## src/rtl/address_sequencer_pkg.sv

```systemverilog
// Shared encodings for the address sequencer: command opcodes, ARF function and
// register-select codes, output-select codes and the controller state set.
package address_sequencer_pkg;

    typedef enum logic [2:0] {
        OpNop   = 3'b000,
        OpFetch = 3'b001,
        OpPush  = 3'b010,
        OpPop   = 3'b011,
        OpCall  = 3'b100,
        OpRet   = 3'b101,
        OpLdar  = 3'b110,
        OpIncar = 3'b111
    } cmd_op_e;

    localparam logic [2:0] FUN_DEC   = 3'b000;
    localparam logic [2:0] FUN_INC   = 3'b001;
    localparam logic [2:0] FUN_LOAD  = 3'b010;
    localparam logic [2:0] FUN_CLEAR = 3'b011;

    // Active-low enables ordered {PC, AR, SP}
    localparam logic [2:0] SEL_PC   = 3'b011;
    localparam logic [2:0] SEL_AR   = 3'b101;
    localparam logic [2:0] SEL_SP   = 3'b110;
    localparam logic [2:0] SEL_NONE = 3'b111;

    localparam logic [1:0] OUT_PC = 2'b00;
    localparam logic [1:0] OUT_AR = 2'b10;
    localparam logic [1:0] OUT_SP = 2'b11;

    typedef enum logic [3:0] {
        StInitPc,
        StInitSp,
        StIdle,
        StFetchLo,
        StFetchHi,
        StPushHi,
        StPushLo,
        StPop1,
        StPop2,
        StPop3,
        StLoadPc,
        StSingle
    } state_e;

    function automatic state_e first_state(input cmd_op_e op);
        case (op)
            OpFetch:        return StFetchLo;
            OpPush, OpCall: return StPushHi;
            OpPop, OpRet:   return StPop1;
            default:        return StSingle;
        endcase
    endfunction

endpackage

```

## src/rtl/address_sequencer.sv

```systemverilog
// Multi-cycle controller sequencing the PC/AR/SP register file and byte-wide memory
// for fetch, push/pop, call/return and AR updates.
module address_sequencer
    import address_sequencer_pkg::*;
#(
    parameter logic [15:0] SP_INIT  = 16'hFFFE,
    parameter logic [15:0] RESET_PC = 16'h0000
) (
    input  logic        clk,
    input  logic        rst_n,
    input  logic        cmd_valid,
    output logic        cmd_ready,
    input  logic [2:0]  cmd_op,
    input  logic [15:0] cmd_data,
    input  logic [15:0] PcIn,
    input  logic [7:0]  MemRData,
    output logic [2:0]  FunSel,
    output logic [2:0]  RegSel,
    output logic [1:0]  OutCSel,
    output logic [1:0]  OutDSel,
    output logic [15:0] ArfI,
    output logic        MemRead,
    output logic        MemWrite,
    output logic [7:0]  MemWData,
    output logic        IRLoadLo,
    output logic        IRLoadHi,
    output logic [15:0] PopData,
    output logic        done,
    output logic        busy
);

    state_e      state_q, state_d;
    cmd_op_e     op_q, op_d;
    logic [15:0] data_q, data_d;
    logic [15:0] pc_q, pc_d;
    logic [7:0]  lo_q, lo_d;
    logic [15:0] pop_q, pop_d;
    logic [15:0] push_word;

    always_ff @(posedge clk or negedge rst_n) begin
        if (!rst_n) begin
            state_q <= StInitPc;
            op_q    <= OpNop;
            data_q  <= '0;
            pc_q    <= '0;
            lo_q    <= '0;
            pop_q   <= '0;
        end else begin
            state_q <= state_d;
            op_q    <= op_d;
            data_q  <= data_d;
            pc_q    <= pc_d;
            lo_q    <= lo_d;
            pop_q   <= pop_d;
        end
    end

    // CALL pushes the return address captured at accept instead of the command data
    assign push_word = (op_q == OpCall) ? pc_q : data_q;

    always_comb begin
        state_d   = state_q;
        op_d      = op_q;
        data_d    = data_q;
        pc_d      = pc_q;
        lo_d      = lo_q;
        pop_d     = pop_q;
        FunSel    = FUN_DEC;
        RegSel    = SEL_NONE;
        OutCSel   = OUT_PC;
        OutDSel   = OUT_AR;
        ArfI      = '0;
        MemRead   = 1'b0;
        MemWrite  = 1'b0;
        MemWData  = '0;
        IRLoadLo  = 1'b0;
        IRLoadHi  = 1'b0;
        done      = 1'b0;
        cmd_ready = 1'b0;
        busy      = 1'b1;

        unique case (state_q)
            StInitPc: begin
                RegSel  = SEL_PC;
                FunSel  = (RESET_PC == 16'h0000) ? FUN_CLEAR : FUN_LOAD;
                ArfI    = RESET_PC;
                state_d = StInitSp;
            end
            StInitSp: begin
                RegSel  = SEL_SP;
                FunSel  = FUN_LOAD;
                ArfI    = SP_INIT;
                state_d = StIdle;
            end
            StIdle: begin
                busy      = 1'b0;
                cmd_ready = 1'b1;
                if (cmd_valid) begin
                    op_d    = cmd_op_e'(cmd_op);
                    data_d  = cmd_data;
                    pc_d    = PcIn;
                    state_d = first_state(cmd_op_e'(cmd_op));
                end
            end
            StFetchLo, StFetchHi: begin
                OutDSel = OUT_PC;
                MemRead = 1'b1;
                FunSel  = FUN_INC;
                RegSel  = SEL_PC;
                if (state_q == StFetchLo) begin
                    IRLoadLo = 1'b1;
                    state_d  = StFetchHi;
                end else begin
                    IRLoadHi = 1'b1;
                    done     = 1'b1;
                    state_d  = StIdle;
                end
            end
            StPushHi: begin
                OutDSel  = OUT_SP;
                MemWrite = 1'b1;
                MemWData = push_word[15:8];
                FunSel   = FUN_DEC;
                RegSel   = SEL_SP;
                state_d  = StPushLo;
            end
            StPushLo: begin
                OutDSel  = OUT_SP;
                MemWrite = 1'b1;
                MemWData = push_word[7:0];
                FunSel   = FUN_DEC;
                RegSel   = SEL_SP;
                if (op_q == OpCall) begin
                    state_d = StLoadPc;
                end else begin
                    done    = 1'b1;
                    state_d = StIdle;
                end
            end
            StLoadPc: begin
                ArfI    = data_q;
                FunSel  = FUN_LOAD;
                RegSel  = SEL_PC;
                done    = 1'b1;
                state_d = StIdle;
            end
            StPop1: begin
                FunSel  = FUN_INC;
                RegSel  = SEL_SP;
                state_d = StPop2;
            end
            StPop2: begin
                OutDSel = OUT_SP;
                MemRead = 1'b1;
                lo_d    = MemRData;
                FunSel  = FUN_INC;
                RegSel  = SEL_SP;
                state_d = StPop3;
            end
            StPop3: begin
                OutDSel = OUT_SP;
                MemRead = 1'b1;
                pop_d   = {MemRData, lo_q};
                done    = 1'b1;
                if (op_q == OpRet) begin
                    ArfI   = {MemRData, lo_q};
                    FunSel = FUN_LOAD;
                    RegSel = SEL_PC;
                end
                state_d = StIdle;
            end
            StSingle: begin
                done = 1'b1;
                if (op_q == OpLdar) begin
                    ArfI   = data_q;
                    FunSel = FUN_LOAD;
                    RegSel = SEL_AR;
                end else if (op_q == OpIncar) begin
                    FunSel = FUN_INC;
                    RegSel = SEL_AR;
                end
                state_d = StIdle;
            end
            default: state_d = StInitPc;
        endcase

        // While reset is held the file must be left untouched, even though state is INIT_PC
        if (!rst_n) begin
            FunSel    = FUN_DEC;
            RegSel    = SEL_NONE;
            ArfI      = '0;
            MemRead   = 1'b0;
            MemWrite  = 1'b0;
            MemWData  = '0;
            IRLoadLo  = 1'b0;
            IRLoadHi  = 1'b0;
            done      = 1'b0;
            cmd_ready = 1'b0;
        end
    end

    assign PopData = (state_q == StPop3) ? pop_d : pop_q;

endmodule

```

## config.mk

```make
export PLATFORM = sky130hd
export DESIGN_NAME = address_sequencer
export DESIGN_NICKNAME = d
export VERILOG_FILES = /design/src/rtl/address_sequencer_pkg.sv /design/src/rtl/address_sequencer.sv
export SDC_FILE = /design/constraint.sdc
export NUM_CORES = 1
export LEC_CHECK = 0
export ABC_CLOCK_PERIOD_IN_PS = 2100
export BUFFER_PORTS_ARGS = -buffer_cell sky130_fd_sc_hd__clkbuf_2
export CORE_UTILIZATION = 45
export DETAILED_ROUTE_END_ITERATION = 8
export GPL_ROUTABILITY_DRIVEN = 0
export GPL_TIMING_DRIVEN = 0
export PLACE_DENSITY = 0.76
export RECOVER_POWER = 100
export SYNTH_ARGS = -nofsm -noshare
export SYNTH_HDL_FRONTEND = slang
export SYNTH_SLANG_ARGS = --single-unit
```

## constraint.sdc

```tcl
create_clock -name clk -period 2.1 [get_ports clk]
set_input_delay 0.42 -clock clk [delete_from_list [all_inputs] [get_ports clk]]
set_output_delay 0.42 -clock clk [all_outputs]
set_load 0.01 [all_outputs]
```

==> impl_metrics.json <==
{
  "first_pass_iters": 5,
  "p_leak_nw": 2.382,
  "cp_slowest_cell": "dfrtp_1",
  "seq_area_mm2": 0.001579,
  "worstSetupStartpointType": "register",
  "rsz0062_at_grt": "yes",
  "fin_util": 0.6852,
  "hold_class": "primary input to register",
  "seq_power_share": 0.283,
  "critical-path-max-stage-delay_ns": 0.38,
  "switching_share": 0.3897,
  "switching_power_mw": 3.115,
  "multi_input_area_mm2": 0.002143,
  "area_growth_pct": 46.79,
  "synth-seq-cells": 63,
  "timing.final.ws_setup_ns": -0.2541,
  "grt_usage": 0.2836,
  "dp_cells": 527,
  "drt-total-wl_um": 12330,
  "setup_viol": 50,
  "p_int_mw": 4.877,
  "fin_area_mm2": 0.005323,
  "period_minus_slack_ns": 2.354,
  "htreeDepth": 3,
  "syn_area_mm2": 0.003626,
  "critPathMostFrequentCell": "buf_6",
  "core_area_mm2": 0.007767,
  "ir_worst_vdd_mv": 0.8076,
  "critPathRequiredTime_ns": 1.68,
  "dpl_worst_slack_ns": -1.222,
  "ys.flop_type": "dfrtp_1",
  "holdWs_ns": 0.3036,
  "seq_area_frac_synth": 0.4348,
  "post-route-period-util": 1.121,
  "num_io_pins": 103,
  "clockRootBuffer": "clkbuf_8",
  "p_clk_frac": 0.151,
  "clk_pin_slew_worst_paths_ns": 0.07,
  "vias": 3515,
  "routedWlPerCell_um": 21.37,
  "nNetsFinal": 516,
  "crit_path_max_fanout": 7,
  "drcViolationCount": 0,
  "fill_cells": 540,
  "synthArstFlopShare": 1.000,
  "drive_gt1_frac": 0.6084,
  "io_buffers": 99,
  "path_cells": "buf_6 -> and4bb_4 -> buf_6 -> clkbuf_16 -> mux2_4 -> buf_6",
  "fp.dieH_um": 91.77,
  "crit_type": "register to primary output",
  "syn_area_per_cell_um2": 11.19,
  "cp.arrival_ns": 1.93,
  "grt_max_degree": 33,
  "cts_inserted_buffers": 9,
  "syn_inst": 324,
  "max_cap_violations": 1,
  "slew_headroom": -0.1930,
  "die_area_mm2": 0.008421,
  "ant_nets": 0,
  "synth-edff-count": 0,
  "status": "finished, violations left",
  "ys.warnings.count": 0,
  "tns_ns": -8.965,
  "finalHoldViolCount": 0,
  "fin_cells": 577,
  "start_util": 0.4668,
  "violations": "capacitance limit, slew limit, setup timing",
  "grt_first_pass_wirelength_um": 18140,
  "cp-end-kind": "primary output",
  "finalClockSkew_ns": 0.01009,
  "viasPerCell": 6.092,
  "insertion_delay_ns": 0.35,
  "grt_pass1_vias": 3560,
  "dp_hpwl_um": 6711,
  "fp-row-count": 32,
  "powerDensity_mw_per_mm2": 1501,
  "tightest_slew_ns": 1.789,
  "antenna_found_initial": 0,
  "power_frac_comb": 0.565,
  "diodes": 0,
  "cts_sinks": 63,
  "design_power_total_mw": 7.991,
  "slew_viol_final": 32,
  "grt-ovfl-total": 0,
  "fmax_mhz": 424.8,
  "clk_path_buf_depth": 2,
  "yosys.cell_types.count": 46,
  "cts_tree": "done",
  "drt_iter0_drc": 288,
  "die_w_um": 91.77,
  "placed_area_mm2": 0.004259
}
area by class of cell:
type / count / share of cell area
inverter: 4 / 0.003291
buffer: 33 / 0.06135
timing repair buffer: 136 / 0.1700
clock inverter: 3 / 0.01222
multi-input combinational: 223 / 0.4027
sequential: 63 / 0.2967
tap: 102 / 0.02398
clock buffer: 13 / 0.02985
worst max-delay path, delay by kind of cell, from the launching register on:
family        cells  cell delay [ns]
simple gates      1             0.32
mux               1             0.31
flops             1             0.38
buf+inv           4             0.58
Yosys cell counts, types with 3 or more instances:
cell type,n,area share
a211o_1,16,0.039
a21boi_0,13,0.027
a21boi_1,3,0.0062
a21oi_1,7,0.0097
a41oi_1,15,0.036
and2_1,3,0.0052
buf_2,12,0.017
buf_4,4,0.0083
buf_6,6,0.019
clkbuf_1,11,0.011
dfrtp_1,63,0.43
inv_1,4,0.0041
mux2_2,59,0.18
mux2i_1,16,0.044
nand2_1,21,0.022
nand2b_1,5,0.0086
nand3_1,3,0.0041
nand3b_1,3,0.0062
nor2_1,5,0.0052
nor2b_1,3,0.0052
nor3_1,7,0.0097
o21a_1,3,0.0062
o21ai_0,4,0.0055
o22ai_1,10,0.017
or3_1,3,0.0052
sequential cells by signal, summed over array words and instances, names as in the netlist:
register / flops
pc_q: 16
op_q: 3
lo_q: 8
pop_q: 16
data_q: 16
state_q: 4
logic make-up after synthesis:
| family | count (synthesis) | synth area share |
|---|---|---|
| buf+inv | 40 | 0.06245 |
| flops | 63 | 0.4348 |
| xor+xnor | 1 | 0.002416 |
| other cells | 1 | 0.001034 |
| simple gates | 62 | 0.1008 |
| mux | 75 | 0.2274 |
| compound gates | 82 | 0.1711 |
cells in the final DEF, fill, tap and decap left out, types with 4 or more instances in the layout:
master,n
a41oi_2,10
clkbuf_4,4
a21oi_1,4
mux2i_1,11
clkbuf_8,14
o22ai_2,4
o22ai_1,6
nor3_1,5
dfrtp_1,61
a21boi_1,8
buf_6,26
mux2_2,43
clkbuf_1,5
a211o_1,16
mux2_4,16
mux2i_2,4
buf_4,31
clkbuf_2,76
nor2_1,5
nand2_1,20
a21boi_2,8
buf_2,18
a41oi_1,5
final timing paths:
path	slack (ns)	start	endpoint	cells past startpoint
max reg2reg	0.06	state_q[3]	op_q[1]	8
min in group asynchronous	0.73	rst_n	op_q[0]	2
max	-0.25	state_q[3]	PopData[7]	6
min reg2reg	0.49	pop_q[8]	pop_q[8]	1
min	0.30	PcIn[15]	pc_q[15]	2
max in group asynchronous	0.32	rst_n	lo_q[6]	2
power by group through the flow:
stage | combinational, mW | clock, mW | sequential, mW
6_report | 4.52 | 1.21 | 2.26
5_1_grt | 4.76 | 1.28 | 2.31
4_1_cts | 3.88 | 1.22 | 2.19
3_5_place_dp | 3.06 | 0 | 2.20
3_3_place_gp | 2.98 | 0 | 2.17
2_1_floorplan | 2.31 | 0 | 2.05
what timing repair did:
item | 4_1_cts | 5_1_grt
gates cloned | 6 | 1
hold buffers | 2 | 0
hold endpoints to repair | 63 | 0
pin swaps | 30 | 11
gates resized for setup | 115 | 71
setup buffers | 18 | 12
endpoints found under the setup margin | 53 | 51
metal layers:
layer  part of all wire  wire [um]  vias to the layer above  track usage
met3              0.075        921                       64      0.05473
met5                  0          0                        -            0
li1                   -          -                     1496            -
met2               0.48       5892                      233       0.4436
met1               0.39       4840                     1722       0.3457
met4              0.055        677                        0       0.2174
Power figures use the tool's default switching activity.
